`src/rtl/cpu_pkg.sv`:
```
// ============================================================================
//  Package     : cpu_pkg
//  Description : Shared constants, state encoding and helpers for the
//                five-source mux select arbiter (mux_sel_arbiter).
//  Revision    : 1.0 - initial release
// ============================================================================
`default_nettype none

package cpu_pkg;

    // Requester count and select width of the shared 5-input mux
    localparam int REQ_N = 5;
    localparam int SEL_W = 3;

    // Arbiter ownership states
    typedef enum logic {
        ST_IDLE  = 1'b0,
        ST_OWNED = 1'b1
    } state_t;

    // Mux input index of each bus source
    localparam logic [SEL_W-1:0] SRC_ALU = 3'd0;
    localparam logic [SEL_W-1:0] SRC_REG = 3'd1;
    localparam logic [SEL_W-1:0] SRC_MEM = 3'd2;
    localparam logic [SEL_W-1:0] SRC_IMM = 3'd3;
    localparam logic [SEL_W-1:0] SRC_IO  = 3'd4;

    // Round-robin successor of a source index, wrapping 4 -> 0
    function automatic logic [SEL_W-1:0] next_idx(input logic [SEL_W-1:0] idx);
        return (idx == SRC_IO) ? SRC_ALU : idx + 3'd1;
    endfunction

    // One-hot grant vector for a source index
    function automatic logic [REQ_N-1:0] onehot5(input logic [SEL_W-1:0] idx);
        logic [REQ_N-1:0] v;
        v      = '0;
        v[idx] = 1'b1;
        return v;
    endfunction

endpackage : cpu_pkg

`default_nettype wire

```
`src/rtl/mux_sel_arbiter_rr_pick5.sv`:
```
// ============================================================================
//  Module      : rr_pick5
//  Description : Combinational round-robin search over five request bits.
//                Returns the first set bit found starting at i_start and
//                walking upward with wrap-around from 4 to 0.
//  Revision    : 1.0 - initial release
// ============================================================================
`default_nettype none

module rr_pick5
    import cpu_pkg::*;
(
    input  logic [REQ_N-1:0] i_req,
    input  logic [SEL_W-1:0] i_start,
    output logic             o_found,
    output logic [SEL_W-1:0] o_winner
);

    logic [SEL_W-1:0] pos;

    // Walk the five positions in round-robin order; the first hit wins
    always_comb begin
        o_found  = 1'b0;
        o_winner = '0;
        pos      = i_start;
        for (int k = 0; k < REQ_N; k++) begin
            if (!o_found && i_req[pos]) begin
                o_found  = 1'b1;
                o_winner = pos;
            end
            pos = next_idx(pos);
        end
    end

endmodule : rr_pick5

`default_nettype wire

```
`src/rtl/mux_sel_arbiter.sv`:
```
// ============================================================================
//  Module      : mux_sel_arbiter
//  Description : Round-robin owner arbiter for the shared 5-input select mux.
//                Grants one requester at a time, drives the mux select S with
//                the owner index, and hands over without an idle bubble.
//                Optional macro ARB_TIMEOUT_EN adds a hold counter that
//                preempts an owner after MAX_HOLD cycles when others wait,
//                together with the o_timeout pulse output.
//  Revision    : 1.0 - initial release
// ============================================================================
`default_nettype none

module mux_sel_arbiter #(
    parameter int NUM_REQ  = 5,     // fixed at 5 to match the mux inputs
    parameter int SEL_W    = 3
`ifdef ARB_TIMEOUT_EN
   ,parameter int MAX_HOLD = 8      // legal range 1..255
`endif
) (
    input  logic               clk,
    input  logic               rst_n,
    input  logic [NUM_REQ-1:0] i_req,
    output logic [NUM_REQ-1:0] o_grant,
    output logic               o_valid,
    output logic [SEL_W-1:0]   o_s
`ifdef ARB_TIMEOUT_EN
   ,output logic               o_timeout
`endif
);

    import cpu_pkg::*;

    state_t             state_q, state_d;
    logic [NUM_REQ-1:0] grant_q, grant_d;
    logic [SEL_W-1:0]   sel_q,   sel_d;
    logic [SEL_W-1:0]   last_q,  last_d;

    logic [NUM_REQ-1:0] pick_req;
    logic [SEL_W-1:0]   pick_start;
    logic               pick_found;
    logic [SEL_W-1:0]   pick_winner;
    logic               take;

`ifdef ARB_TIMEOUT_EN
    localparam logic [7:0] HOLD_MAX  = 8'(MAX_HOLD);
    localparam logic [7:0] HOLD_LAST = 8'(MAX_HOLD - 1);

    logic [7:0] hold_q, hold_d;
    logic       timeout_q, timeout_d;
`endif

    // The current owner is masked out, so one search serves the idle,
    // release and preemption paths; last_q equals the owner while OWNED.
    assign pick_req   = i_req & ~grant_q;
    assign pick_start = next_idx(last_q);

    rr_pick5 u_pick (
        .i_req    (pick_req),
        .i_start  (pick_start),
        .o_found  (pick_found),
        .o_winner (pick_winner)
    );

    // Next-state and grant decision
    always_comb begin
        state_d = state_q;
        grant_d = grant_q;
        sel_d   = sel_q;
        last_d  = last_q;
        take    = 1'b0;
`ifdef ARB_TIMEOUT_EN
        hold_d    = hold_q;
        timeout_d = 1'b0;
`endif
        case (state_q)
            ST_IDLE: begin
                take = pick_found;
            end
            ST_OWNED: begin
                if (!i_req[sel_q]) begin
                    // Owner released: hand over directly or go idle
                    if (pick_found) begin
                        take = 1'b1;
                    end else begin
                        state_d = ST_IDLE;
                        grant_d = '0;
                    end
                end
`ifdef ARB_TIMEOUT_EN
                else if (hold_q >= HOLD_LAST && pick_found) begin
                    // Owner exceeded its hold budget while others wait
                    take      = 1'b1;
                    timeout_d = 1'b1;
                end else if (hold_q != HOLD_MAX) begin
                    hold_d = hold_q + 8'd1;
                end
`endif
            end
            default: begin
                state_d = ST_IDLE;
                grant_d = '0;
            end
        endcase

        if (take) begin
            state_d = ST_OWNED;
            grant_d = onehot5(pick_winner);
            sel_d   = pick_winner;
            last_d  = pick_winner;
`ifdef ARB_TIMEOUT_EN
            hold_d  = '0;
`endif
        end
    end

    // State register; last pointer resets to 4 so source 0 goes first
    always_ff @(posedge clk or negedge rst_n) begin
        if (!rst_n) begin
            state_q <= ST_IDLE;
            grant_q <= '0;
            sel_q   <= SRC_ALU;
            last_q  <= SRC_IO;
        end else begin
            state_q <= state_d;
            grant_q <= grant_d;
            sel_q   <= sel_d;
            last_q  <= last_d;
        end
    end

`ifdef ARB_TIMEOUT_EN
    // Hold counter and preemption pulse
    always_ff @(posedge clk or negedge rst_n) begin
        if (!rst_n) begin
            hold_q    <= '0;
            timeout_q <= 1'b0;
        end else begin
            hold_q    <= hold_d;
            timeout_q <= timeout_d;
        end
    end

    assign o_timeout = timeout_q;
`endif

    assign o_grant = grant_q;
    assign o_valid = |grant_q;
    assign o_s     = sel_q;

endmodule : mux_sel_arbiter

`default_nettype wire

```
`config.mk`:
```
export PLATFORM = sky130hd
export DESIGN_NAME = mux_sel_arbiter
export DESIGN_NICKNAME = d
export VERILOG_FILES = /design/src/rtl/cpu_pkg.sv /design/src/rtl/mux_sel_arbiter_rr_pick5.sv /design/src/rtl/mux_sel_arbiter.sv
export SDC_FILE = /design/constraint.sdc
export NUM_CORES = 1
export LEC_CHECK = 0
export CAP_MARGIN = 20
export CORE_ASPECT_RATIO = 1.5
export CORE_MARGIN = 4
export CORE_UTILIZATION = 50
export DETAILED_ROUTE_END_ITERATION = 8
export PLACE_DENSITY = 0.7
export SYNTH_ARGS = -nofsm -noshare
export SYNTH_HDL_FRONTEND = slang
export SYNTH_SLANG_ARGS = --single-unit
```
`constraint.sdc`:
```
create_clock -name clk -period 5.43 [get_ports clk]
set_clock_uncertainty 0.2 [all_clocks]
set_input_delay 0.543 -clock clk [delete_from_list [all_inputs] [get_ports clk]]
set_output_delay 0.543 -clock clk [all_outputs]
set_load 0.03 [all_outputs]
```
==> impl_metrics.json, run 1 <==
{
  "syn-num-nets": 207,
  "yosysTopAreaCell": "dfrtp_1",
  "final_cell_mix": "inv_1, clkdlybuf4s50_1, nor2_1",
  "die_area_sq_mm": 0.00410,
  "place_inst": 239,
  "grt_pass1_vias": 1678,
  "crit_family": "compound AO/OA/AOI/OAI gates",
  "die_x_um": 53.6,
  "cts_hold_buf": 0,
  "worst_slew_pin_slew_ns": 0.569,
  "clock_sinks": 10,
  "async_reset_ff_share_pct": 100,
  "cts_buffers": 3,
  "antenna_cells": 0,
  "place.port_buffers": 15,
  "remaining_drc_errors": 1,
  "slew_violations": 0,
  "routed_wl_mm": 4.64,
  "syn2layout_area_growth_pct": 13.8,
  "drt-wirelength-per-cell_um": 19.1,
  "route.vias.total": 1634,
  "cp_cell_sequence": "inv_1, ha_1, a21oi_1, inv_1, ha_1, o21ai_1, a22oi_4, ha_1, inv_1, a31oi_1, or2_2, o31a_1, or3_1, a21o_1, o221a_1, o32ai_2",
  "pin_count": 16,
  "globalRouteOverflowTotal": 0,
  "grt_use_total_pct": 23.5,
  "drt_iter0_drc": 92,
  "avgSynthCellArea_sq_um": 8.13,
  "netlist_instances": 192,
  "setup_tns_ns": 0,
  "cp_num_buf_inv": 3,
  "synth_edf_count": 0,
  "reg2reg_from": "o_s[1]",
  "hold_depth": 2,
  "ant_nets": 0,
  "holdPathEnd": "o_s[2]",
  "crit_path_end_kind": "flip-flop",
  "synth_flop_cell": "dfrtp_1",
  "clk_pin_slew_ns": 0.05,
  "fp.dieH_um": 76.4,
  "reg2regPathDepth": 16,
  "dp_hpwl_mm": 3.71,
  "num-nets-final": 220,
  "cp.arrival_ns": 4.61,
  "status": "finished with violations",
  "gp_congestion": 0.870,
  "ys_types": 68,
  "cts_buffer_depth": 2,
  "cts_setup_buffers": 0,
  "yosysSeqAreaShare_pct": 16.1,
  "synth_area_leaders": "dfrtp_1, ha_1, inv_1",
  "insertion_delay_ns": 0.23,
  "htree_levels": 1,
  "ctsResizeCount": 0,
  "coreArea_sq_mm": 0.00294,
  "first_pass_iters": 6,
  "ys_seq_elements": 10,
  "syn-cell-area_sq_mm": 0.00156,
  "r2r_setup_slack_ns": 0.76,
  "relSlewSlack_pct": 61.8,
  "cts_tree": "done",
  "setup_viol_count_final": 0,
  "num_rows": 24,
  "finalHoldViolations": 0,
  "worstPathMaxFanout": 8,
  "drt-vias-per-instance": 6.72,
  "critical_path_class": "flip-flop to flip-flop",
  "ys.warnings.count": 0,
  "clock-root-buffer": "clkbuf_8",
  "cp_slowest_cell": "dfrtp_1",
  "fin_crit_sh_pct": 86.1,
  "critPathLaunchType": "flip-flop",
  "final_cells": 243,
  "drive_above_1_share_pct": 12.3,
  "hp-start": "o_s[2]",
  "required_ns": 5.37,
  "fmax_mhz": 214,
  "r2r-end": "o_grant[0]",
  "antenna_found_initial": 0,
  "start_util_pct": 53.0,
  "failed_checks": "DRC",
  "grt_pass1_wl_mm": 7.47,
  "cp_slowest_stage_delay_ns": 0.44,
  "rsz0062_at_grt": "false",
  "layout_min_cycle_time_ns": 4.67,
  "hold_class": "flip-flop to flip-flop",
  "cap_violations": 0,
  "grt_max_degree": 18,
  "yosysTopAreaCellShare_pct": 14.4
}
-- worst reg2reg max path, cell delays in order (launching register included) --
cell and delay [ns]:
dfrtp_1 0.44, inv_1 0.12, ha_1 0.27, a21oi_1 0.30, inv_1 0.09, ha_1 0.25, o21ai_1 0.17, a22oi_4 0.15
ha_1 0.38, inv_1 0.20, a31oi_1 0.23, or2_2 0.38, o31a_1 0.29, or3_1 0.39, a21o_1 0.21, o221a_1 0.26
o32ai_2 0.27
-- metal layers --
layer	share of wire, %	wire length (um)	vias up	track usage, %
met1	39	1810	765	25.9
met5	0	0	-	0
met2	53	2440	79	43.1
met4	3.7	171	0	9.72
li1	-	-	772	-
met3	4.7	218	18	1.76
-- flip-flops by register name (all words and copies together) (netlist names) --
name and count:
last_q 1, o_grant 5, o_s 3, state_q 1
-- cell usage after synthesis (all sizes together), types with 2 or more instances --
master and count:
buf 7, mux2 2, or4b 3, o31ai 2, nor2b 5, a21oi 7, nand3 9, o31a 2
a221oi 2, or2 2, nand2 7, dfrtp 9, or3 3, o21ai 11, nor2 13, o22ai 4
o211a 2, mux2i 5, a211oi 4, ha 8, a31oi 4, or4 3, nand2b 5, clkbuf 2
nor3b 4, mux4 2, o32ai 2, a211o 3, o211ai 4, a22oi 2, and2 2, inv 16
nor3 7, and3 2, a21o 2, a311o 3, nand4 4
-- cells by family (layout without fill, tap and decap cells) --
group,after synthesis,count (layout),synth area share (%)
and+or+nand+nor,74,74,27.6
AOI/OAI and AO/OA,64,64,33.8
buffers and inverters,25,37,7.46
DFF,10,10,16.1
muxes,9,9,7.54
adders and majority gates,8,8,6.42
xor gates and xnor gates,2,2,1.12
-- layout make-up --
class,instances,area [sq um]
multi-input cells,157,1190
fillers,283,1170
flip-flops and latches,10,251
repair buffers,17,165
inverters,16,62.6
clock buffers,4,55.1
well taps,39,48.8
-- worst max path at each step --
| stage | startpoint | end | depth (start not counted) |
|---|---|---|---|
| 2_1_floorplan | o_s[0] | o_grant[0] | 16 |
| 3_3_place_gp | o_s[1] | o_grant[0] | 16 |
| 3_5_place_dp | o_s[1] | o_grant[0] | 16 |
| 4_1_cts | o_s[1] | o_grant[0] | 16 |
| 5_1_grt | o_s[1] | o_grant[0] | 16 |
| 6_report | o_s[1] | o_grant[0] | 16 |
-- stage by stage --
step | hold slack (ns) | utilization (%) | worst slack [ns] | instance area (sq um)
after global routing | 0.423 | 60.3 | 0.382 | 1780
after floorplan | 0.0474 | - | 1.05 | 1560
after global placement | 0.369 | 58.5 | 0.891 | 1720
after CTS | 0.402 | 60.3 | 0.804 | 1780
final | 0.396 | 60.3 | 0.755 | 1780
after detailed placement | 0.387 | 58.5 | 0.849 | 1720
Power of run 1 is left out: the tool's default activity adds up to more than one toggle a clock period on the data nets, which glitch-free logic cannot reach.
==> run 2: changes to the inputs <==
REMOVE_ABC_BUFFERS = 1   (was unset)
==> impl_metrics.json, run 2 (synthesis results as in run 1) <==
{
  "status": "complete, no violations",
  "cp_num_buf_inv": 3,
  "die_area_sq_mm": 0.00410,
  "fp.dieH_um": 76.4,
  "hold_class": "flip-flop to flip-flop",
  "reg2regPathDepth": 16,
  "route.vias.total": 1660,
  "cp.arrival_ns": 4.68,
  "setup_viol_count_final": 0,
  "insertion_delay_ns": 0.23,
  "cts_buffer_depth": 2,
  "use_met3_pct": 1.96,
  "rsz0062_at_grt": "false",
  "grt_use_total_pct": 23.4,
  "num_rows": 24,
  "grt_max_degree": 18,
  "drt-wirelength-per-cell_um": 18.5,
  "hold_depth": 2,
  "required_ns": 5.37,
  "grt_pass1_wl_mm": 7.46,
  "hp-start": "o_grant[0]",
  "ant_nets": 0,
  "htree_levels": 1,
  "r2r_setup_slack_ns": 0.69,
  "critPathLaunchType": "flip-flop",
  "largest_register_ffs": 5,
  "gp_congestion": 0.846,
  "final_cell_mix": "inv_1, clkdlybuf4s50_1, nor2_1",
  "clock-root-buffer": "clkbuf_8",
  "seqCellArea_sq_um": 251,
  "crit_start": "o_s[1]",
  "reg2reg_from": "o_s[1]",
  "fin_crit_sh_pct": 87.3,
  "crit_cells": 16,
  "worst_slew_pin_slew_ns": 0.539,
  "syn2layout_area_growth_pct": 13.2,
  "clk_pin_slew_ns": 0.05,
  "globalRouteOverflowTotal": 0,
  "drt_iter0_drc": 64,
  "crit_path_end_kind": "flip-flop",
  "cts_setup_buffers": 0,
  "layout_min_cycle_time_ns": 4.74,
  "crit_family": "compound AO/OA/AOI/OAI gates",
  "worstPathMaxFanout": 8,
  "remaining_drc_errors": 0,
  "grt_pass1_vias": 1687,
  "cts_tree": "done",
  "slew_violations": 0,
  "busiest_layer": "met2",
  "die_x_um": 53.6,
  "drt-vias-per-instance": 6.83,
  "critical_path_class": "flip-flop to flip-flop",
  "holdPathEnd": "o_grant[0]",
  "pin_count": 16,
  "coreArea_sq_mm": 0.00294,
  "multi_input_area_sq_mm": 0.00119,
  "num-nets-final": 220,
  "start_util_pct": 53.0,
  "ctsResizeCount": 0,
  "grt_use_met2_pct": 40.2,
  "antenna_found_initial": 0,
  "antenna_cells": 0,
  "drive_above_1_share_pct": 11.8,
  "cts_hold_buf": 0,
  "first_pass_iters": 4,
  "cp_slowest_cell": "dfrtp_1",
  "relSlewSlack_pct": 63.8,
  "dp_hpwl_mm": 3.70,
  "setup_tns_ns": 0,
  "finalHoldViolations": 0,
  "routed_wl_mm": 4.50,
  "r2r-end": "o_grant[0]",
  "num-fill-cells": 290,
  "place.port_buffers": 15,
  "fmax_mhz": 211,
  "cp_slowest_stage_delay_ns": 0.45,
  "clock_sinks": 10,
  "cap_violations": 0,
  "cp_cell_sequence": "inv_1, ha_1, a21oi_1, inv_1, ha_1, o21ai_1, a22oi_4, ha_1, inv_1, a31oi_1, or2_2, o31a_1, or3_1, a21o_1, o221a_1, o32ai_2",
  "cts_buffers": 3,
  "use_met1_pct": 26.3
}
==> run 2: changes by cell type in the layout (fill, tap and decap cells not counted) <==
cell	previous run	this run
clkbuf_8	4	3
clkbuf_1	0	1
==> run 2: final cells by class <==
cell class | count | area share, %
Timing Repair Buffer | 17 | 9.36
Inverter | 16 | 3.54
Sequential cell | 10 | 14.2
Clock buffer | 4 | 2.55
Tap cell | 39 | 2.76
Multi-Input combinational cell | 157 | 67.5
==> run 2: metal layers <==
metal	share of wire (%)	routed length, um
met4	5.6	250
met2	52	2340
met3	4.8	215
met1	38	1700
met5	0	0
==> run 2: tightest hold or removal path, stage by stage (launching register included) <==
cell     delay [ns]
dfrtp_1        0.38
inv_1          0.07
o32ai_2        0.08
==> run 2: how the worst max path moves through the flow <==
stage                 end
5_1_grt        o_grant[0]
3_5_place_dp   o_grant[0]
3_3_place_gp   o_grant[0]
2_1_floorplan  o_grant[0]
6_report       o_grant[0]
4_1_cts        o_grant[0]
==> run 2: stage by stage <==
step,setup slack [ns],std cells,util [%],cell area [sq um],hold WS (ns)
2_1_floorplan,0.812,183,-,1510,0.0474
3_3_place_gp,0.890,239,58.5,1720,0.375
3_5_place_dp,0.798,239,58.5,1720,0.381
4_1_cts,0.761,243,60.0,1770,0.398
5_1_grt,0.397,243,60.0,1770,0.424
6_report,0.690,243,60.0,1770,0.393
Power of run 2 is left out for the same reason.
